[config.mk]
export PLATFORM = sky130hd
export DESIGN_NAME = minisrc_control_sequencer
export DESIGN_NICKNAME = d
export VERILOG_FILES = /design/src/rtl/minisrc_pkg.sv /design/src/rtl/minisrc_instr_decode.sv /design/src/rtl/minisrc_control_sequencer.sv
export SDC_FILE = /design/constraint.sdc
export NUM_CORES = 1
export LEC_CHECK = 0
export ABC_AREA = 0
export BUFFER_PORTS_ARGS = -buffer_cell sky130_fd_sc_hd__buf_2
export CAP_MARGIN = 15
export CORE_MARGIN = 2
export CORE_UTILIZATION = 29
export CTS_CLUSTER_SIZE = 28
export DETAILED_ROUTE_END_ITERATION = 10
export GPL_ROUTABILITY_DRIVEN = 0
export HOLD_SLACK_MARGIN = 0.15
export SLEW_MARGIN = 20
export SYNTH_ARGS = -nofsm -noshare
export SYNTH_HDL_FRONTEND = slang
export SYNTH_HIERARCHICAL = 1
export SYNTH_SLANG_ARGS = --single-unit
[constraint.sdc]
create_clock -name clk -period 4.5 [get_ports clk]
set_clock_uncertainty 0.2 [all_clocks]
set_input_delay 0.225 -clock clk [delete_from_list [all_inputs] [get_ports clk]]
set_output_delay 0.225 -clock clk [all_outputs]
set_load 0.01 [all_outputs]
[src/rtl/minisrc_pkg.sv]
// Shared constants for the mini-SRC control sequencer: opcodes, ALU codes,
// the sequencer state encoding and the decoded instruction classes.
package minisrc_pkg;

   localparam logic [4:0] OP_LD        = 5'b00000;
   localparam logic [4:0] OP_LDI       = 5'b00001;
   localparam logic [4:0] OP_ST        = 5'b00010;
   localparam logic [4:0] OP_RFMT_LO   = 5'b00011;
   localparam logic [4:0] OP_RFMT_HI   = 5'b01011;
   localparam logic [4:0] OP_ADDI      = 5'b01100;
   localparam logic [4:0] OP_ANDI      = 5'b01101;
   localparam logic [4:0] OP_ORI       = 5'b01110;
   localparam logic [4:0] OP_NOP       = 5'b11010;
   localparam logic [4:0] OP_HALT      = 5'b11011;

   localparam logic [4:0] ALU_ADD      = 5'b00011;
   localparam logic [4:0] ALU_AND      = 5'b01010;
   localparam logic [4:0] ALU_OR       = 5'b01011;

   typedef enum logic [3:0] {
      IDLE, T0, T1, T2, T3, T4, T5, T6, T7, HALT, FAULT
   } seq_state_t;

   typedef enum logic [2:0] {
      CLS_LD, CLS_LDI, CLS_ST, CLS_ALU, CLS_IMM, CLS_NOP, CLS_HALT, CLS_BAD
   } instr_class_t;

endpackage

[src/rtl/minisrc_instr_decode.sv]
// Opcode decoder: classifies an instruction and picks the ALU code used in T4.
module minisrc_instr_decode
   import minisrc_pkg::*;
(
   input  logic [4:0]   opcode,
   output instr_class_t instr_class,
   output logic [4:0]   alu_code
);

   always_comb begin
      instr_class = CLS_BAD;
      alu_code    = 5'b00000;
      case (opcode) inside
         OP_LD:   begin instr_class = CLS_LD;  alu_code = ALU_ADD; end
         OP_LDI:  begin instr_class = CLS_LDI; alu_code = ALU_ADD; end
         OP_ST:   begin instr_class = CLS_ST;  alu_code = ALU_ADD; end
         [OP_RFMT_LO:OP_RFMT_HI]: begin
            instr_class = CLS_ALU;
            alu_code    = opcode;
         end
         OP_ADDI: begin instr_class = CLS_IMM; alu_code = ALU_ADD; end
         OP_ANDI: begin instr_class = CLS_IMM; alu_code = ALU_AND; end
         OP_ORI:  begin instr_class = CLS_IMM; alu_code = ALU_OR;  end
         OP_NOP:  instr_class = CLS_NOP;
         OP_HALT: instr_class = CLS_HALT;
         default: instr_class = CLS_BAD;
      endcase
   end

endmodule

[src/rtl/minisrc_control_sequencer.sv]
// Moore control sequencer for the mini-SRC datapath: fetch, decode in T3,
// execute through T7, with memory steps stretched by MEM_WAIT cycles.
module minisrc_control_sequencer
   import minisrc_pkg::*;
#(
   parameter int MEM_WAIT = 0,
   parameter int ALU_W    = 5
) (
   input  logic             clk,
   input  logic             clr,
   input  logic             run,
   input  logic [31:0]      IR_Data,
   output logic             PC_out,
   output logic             PC_in,
   output logic             IncPC,
   output logic             MAR_in,
   output logic             MDR_in,
   output logic             MDR_out,
   output logic             IR_in,
   output logic             Y_in,
   output logic             Z_in,
   output logic             Zlow_out,
   output logic             C_out,
   output logic             Read,
   output logic             Write,
   output logic             Gra,
   output logic             Grb,
   output logic             Grc,
   output logic             Rin,
   output logic             Rout,
   output logic             BAout,
   output logic [ALU_W-1:0] alu_instruction_bits,
   output logic             instr_done,
   output logic             halted,
   output logic             fault
);

   localparam logic [2:0] WAIT_LAST = 3'(MEM_WAIT);

   seq_state_t   state_reg, state_next;
   logic [2:0]   wait_reg, wait_next;
   instr_class_t instr_class;
   logic [4:0]   alu_code;
   logic [4:0]   alu_sel;
   logic         mem_last;
   logic         unused_ir;

   assign unused_ir = ^IR_Data[26:0];
   assign mem_last  = (wait_reg == WAIT_LAST);

   minisrc_instr_decode u_decode (
      .opcode      (IR_Data[31:27]),
      .instr_class (instr_class),
      .alu_code    (alu_code)
   );

   always_ff @(posedge clk) begin
      if (clr) begin
         state_reg <= IDLE;
         wait_reg  <= 3'd0;
      end else begin
         state_reg <= state_next;
         wait_reg  <= wait_next;
      end
   end

   always_comb begin
      state_next = state_reg;
      wait_next  = 3'd0;
      PC_out = 1'b0; PC_in = 1'b0; IncPC = 1'b0; MAR_in = 1'b0;
      MDR_in = 1'b0; MDR_out = 1'b0; IR_in = 1'b0; Y_in = 1'b0;
      Z_in = 1'b0; Zlow_out = 1'b0; C_out = 1'b0; Read = 1'b0;
      Write = 1'b0; Gra = 1'b0; Grb = 1'b0; Grc = 1'b0;
      Rin = 1'b0; Rout = 1'b0; BAout = 1'b0;
      alu_sel    = 5'b00000;
      instr_done = 1'b0;
      halted     = 1'b0;
      fault      = 1'b0;

      case (state_reg)
         IDLE: if (run) state_next = T0;
         T0: begin
            PC_out = 1'b1; MAR_in = 1'b1; IncPC = 1'b1; Z_in = 1'b1;
            state_next = T1;
         end
         T1: begin
            Zlow_out = 1'b1; PC_in = 1'b1; Read = 1'b1; MDR_in = mem_last;
            if (mem_last) state_next = T2;
            else          wait_next  = wait_reg + 3'd1;
         end
         T2: begin
            MDR_out = 1'b1; IR_in = 1'b1;
            if (instr_class == CLS_NOP) begin
               instr_done = 1'b1;
               state_next = run ? T0 : IDLE;
            end else begin
               state_next = T3;
            end
         end
         T3: begin
            case (instr_class)
               CLS_LD, CLS_LDI, CLS_ST: begin
                  Grb = 1'b1; BAout = 1'b1; Y_in = 1'b1; state_next = T4;
               end
               CLS_ALU, CLS_IMM: begin
                  Grb = 1'b1; Rout = 1'b1; Y_in = 1'b1; state_next = T4;
               end
               CLS_NOP: begin
                  instr_done = 1'b1;
                  state_next = run ? T0 : IDLE;
               end
               CLS_HALT: state_next = HALT;
               default:  state_next = FAULT;
            endcase
         end
         T4: begin
            alu_sel = alu_code;
            Z_in    = 1'b1;
            if (instr_class == CLS_ALU) begin
               Grc = 1'b1; Rout = 1'b1;
            end else begin
               C_out = 1'b1;
            end
            state_next = T5;
         end
         T5: begin
            Zlow_out = 1'b1;
            if (instr_class == CLS_LD || instr_class == CLS_ST) begin
               MAR_in = 1'b1; state_next = T6;
            end else begin
               Gra = 1'b1; Rin = 1'b1; instr_done = 1'b1;
               state_next = run ? T0 : IDLE;
            end
         end
         T6: begin
            if (instr_class == CLS_ST) begin
               Gra = 1'b1; Rout = 1'b1; MDR_in = 1'b1; state_next = T7;
            end else begin
               Read = 1'b1; MDR_in = mem_last;
               if (mem_last) state_next = T7;
               else          wait_next  = wait_reg + 3'd1;
            end
         end
         T7: begin
            if (instr_class == CLS_ST) begin
               Write = 1'b1;
               if (mem_last) begin
                  instr_done = 1'b1;
                  state_next = run ? T0 : IDLE;
               end else begin
                  wait_next = wait_reg + 3'd1;
               end
            end else begin
               MDR_out = 1'b1; Gra = 1'b1; Rin = 1'b1; instr_done = 1'b1;
               state_next = run ? T0 : IDLE;
            end
         end
         HALT:    halted = 1'b1;
         FAULT:   fault  = 1'b1;
         default: state_next = IDLE;
      endcase
   end

   assign alu_instruction_bits = ALU_W'(alu_sel);

endmodule

==> summary by stage <==
Floorplanning
After floorplanning, the core was sized to cover 0.003390 sq mm. The effective utilization at floorplan is 30.64%. The floorplan step defined a die boundary enclosing 0.004076 sq mm. 62 I/O pins were placed. The number of placement rows is 21. The width of the die is 63.84 microns. The overall die height is 63.84 microns.

Clock tree
At the later pin of the worst-skew pair, clock insertion delay measures 0.25 ns. The number of gates resized after CTS was 0. After clock tree synthesis, the setup repair step added 0 buffers. The clock slew at the register clock pins of the worst setup and hold paths is 0.05 ns. The library cell used as clock root buffer is sky130_fd_sc_hd__clkbuf_4. The total CTS buffers is 3.

The maximum level of the CTS H-tree is 1. The clock tree from TritonCTS is done. The count of clock tree sinks is 7. No sink is reached through more buffers than the 2 on the longest clock path.

Synth
The gate count of the mapped netlist is 148. The number of library cell types mapped by synthesis is 54. For this run, asynchronously set or reset flops after synthesis account for 0%.

Among all cell types in the netlist, the one instantiated most often is sky130_fd_sc_hd__nor2_1. The portion of the post-synthesis area used by sequential elements is 13.49%. The dominant cell type by area after synthesis is sky130_fd_sc_hd__dfxtp_1. The most used flip-flop cell after synthesis is sky130_fd_sc_hd__dfxtp_1. In the post-synthesis netlist, the biggest area contributors are sky130_fd_sc_hd__dfxtp_1 (13%), sky130_fd_sc_hd__nor2_1 (6.9%), sky130_fd_sc_hd__nand2b_1 (5.4%). The number of warnings reported in the yosys synthesis log is 6.

By count the netlist is led by sky130_fd_sc_hd__nor2_1 (19), sky130_fd_sc_hd__clkbuf_1 (9), sky130_fd_sc_hd__nand2b_1 (9). The portion of synthesized cell area occupied by the leading cell type is 13.49%. The number of synthesized register bits is 7.

The number of nets produced by synthesis is 185. In this run, synthesis inferred 0 flip-flops with an integrated enable. Summing every instance area after synthesis gives 0.001038 sq mm. The post-synthesis average cell area is 7.017 sq um.

Power and ir drop
The sum of internal, switching and leakage power is 0.4051 mW. The switching power as a share of total power is 45.74%. The internal power component is 0.2198 mW. The portion of total power attributed to the clock network is 13.9%.

Combinational logic burns 55.8% of the power. Across the VDD grid, the largest voltage drop is 0.00008263 V. Sequential cells burn 30.3% of the power. For this design the ratio of total power to cell area is 335.8 mW/mm^2. For this design the static power due to leakage is 0.5545 nW. Summed over all nets, the switching power comes to 0.1853 mW.

GRT
Global routing consumed, over all layers together, 11.51% of the routing resources. The largest net degree at the start of global routing is 25. The first global-routing pass estimated 3.981 mm of wire. The number of antenna violations at the first check in global routing is 0.

The residual overflow from global routing is 0. The via count of the first global-routing pass is 878.

Place
The worst setup slack before clock tree synthesis is 1.833 ns. The number of placed instances, taps included, is 211. Once placement finished, the instance area stood at 0.001170 sq mm.

The count of input and output buffers is 33. The detailed placement HPWL is 1.732 mm.

Worst setup path
In this run the worst path has a maximum fanout of 13. The worst setup path is launched from an input pin. The critical path contains buffers and inverters numbering 2 combined. At the worst endpoint, the required time is 4.07 ns. The worst setup path category is in -> out. Among cell families on the critical path, the largest total delay comes from simple AND/OR/NAND/NOR gates. The critical path capture point type is an output port.

Walking the worst path, the cells encountered are buf_2 -> xnor2_2 -> nor3b_1 -> nor3_2 -> nor3b_1 -> o32ai_1 -> nand2b_1 -> o21ai_0 -> buf_2. The highest-delay cell along the critical path is sky130_fd_sc_hd__nor3_2. The arrival time of data at the critical path endpoint is 2.15 ns.

The largest single stage delay on the critical path is 0.58 ns.

Drt
The vias per cell is 4.898. The final antenna-violating net count is 0. The uppermost signal routing layer after detailed routing is met4. The final layout contains routed wiring with a total length of 2.375 mm. Detailed routing placed a total of 114 microns of wire on met3. After detailed routing, the average wire length per cell comes to 11.00 microns. The detailed router finished its first iteration with 64 violations.

For this run, design rule violations remaining after detail routing come to 0. The routed design uses 1.015 mm of met2 wire. The routed length on met1 is 1.236 mm.

The number of vias in the routed layout is 1058. For this run, the detailed router's first-pass iteration total came to 4.

Finish
The number of flip-flops under the largest register name is 4. The fraction of final layout cells with drive strength greater than 1 is 26.47%. The net count of the finished layout is 208.

The number of antenna diodes in the final layout is 0. The non-filler instance count after layout is 216. The area growth from synthesis to layout is 16.14%.

The area of all placed cells without fillers is 0.001206 sq mm.

STA
The number of failing hold endpoints at the final stage was 0. Setup repair after global routing left no endpoint under its margin. Measured against its own limit, the worst slew margin works out to 52.13%. The routed design could run at a clock period as short as 2.574 ns. The upper clock frequency limit is 388.4 MHz. The slew at the pin with the worst max-slew slack is 0.7170 ns. In the final timing run, aggregate negative setup slack is 0 ns. Setup violations remaining at the end of the flow were counted as 0. The worst path meets setup with 1.926 ns of slack.

The portion of the clock cycle consumed by the worst path in the final layout is 57.21%. The number of pins exceeding their max-slew limit in the final report is 0.

Run status
The run finished with clean final reports.

Job
The max-cap check violation count is 0.

Worst hold path
The worst hold path belongs to the class reg -> reg.
-- routing by layer --
metal / global-route usage [%] / up-vias
li1: - / 570
met1: 18.09 / 461
met2: 15.89 / 25
met3: 1.585 / 2
met4: 3.261 / 0
met5: 0 / -
-- stage by stage --
stage	utilization (%)	hold slack, ns
floorplan	-	0.09407
global placement	34.51	0.2320
detailed placement	34.51	0.2366
CTS	35.59	0.2483
global route	35.59	0.2849
finish	35.59	0.2394
-- placed cells by master, fill, tap and decap left out, drive strengths merged, types with 2 or more instances in the layout --
cell / count
buf: 34
nor2: 19
nand2b: 9
inv: 8
nand2: 8
dfxtp: 7
nor3: 7
nor2b: 5
a21oi: 5
and2: 5
o21ai: 5
nor3b: 4
clkbuf: 4
nand3: 3
nand3b: 3
o22ai: 3
mux2: 3
xnor2: 3
nor4b: 2
o21a: 2
a221oi: 2
nor4: 2
ha: 2
and4b: 2
-- what timing repair did --
action                                  CTS  global route
hold endpoints to repair                  1             0
endpoints found under the setup margin    0             0
hold buffers                              1             0
-- worst reg2reg max path, stage by stage (launching register included) --
cell                      delay, ns
sky130_fd_sc_hd__dfxtp_1       0.72
sky130_fd_sc_hd__or4b_1        0.57
sky130_fd_sc_hd__nor3_1        0.20
sky130_fd_sc_hd__a211o_2       0.17
sky130_fd_sc_hd__mux2_4        0.30
-- worst paths after layout --
kind / from / endpoint / slack [ns] / cells past startpoint
worst max-delay path: IR_Data[30] / Gra / 1.93 / 9
worst min-delay path: wait_reg[0] / wait_reg[0] / 0.24 / 1
worst max register to register: state_reg[3] / state_reg[3] / 2.23 / 4
worst min register to register: wait_reg[0] / wait_reg[0] / 0.24 / 1
-- power by group through the flow --
stage | clock network [mW] | logic (mW) | registers, mW
2_1_floorplan | 0 | 0.216 | 0.0792
3_3_place_gp | 0 | 0.225 | 0.123
3_5_place_dp | 0 | 0.226 | 0.123
4_1_cts | 0.0589 | 0.228 | 0.122
5_1_grt | 0.0639 | 0.254 | 0.130
6_report | 0.0565 | 0.226 | 0.123
-- cell families after synthesis --
logic type / Yosys count / synth area share (%)
AOI/OAI and AO/OA: 29 / 19.28
buffers and inverters: 25 / 12.41
DFF: 7 / 13.49
other: 1 / 0.3611
muxes: 4 / 4.940
xor gates and xnor gates: 3 / 3.254
adders and majority gates: 3 / 3.373
and+or+nand+nor: 76 / 42.89
-- layout make-up --
type	count	area, sq um
Multi-Input combinational cell	116	769.5
Timing Repair Buffer	35	182.7
Inverter	8	30.03
Sequential cell	7	140.1
Tap cell	46	57.56
Clock buffer	4	26.28
Fill cell	387	2183
Power figures use the tool's default switching activity.
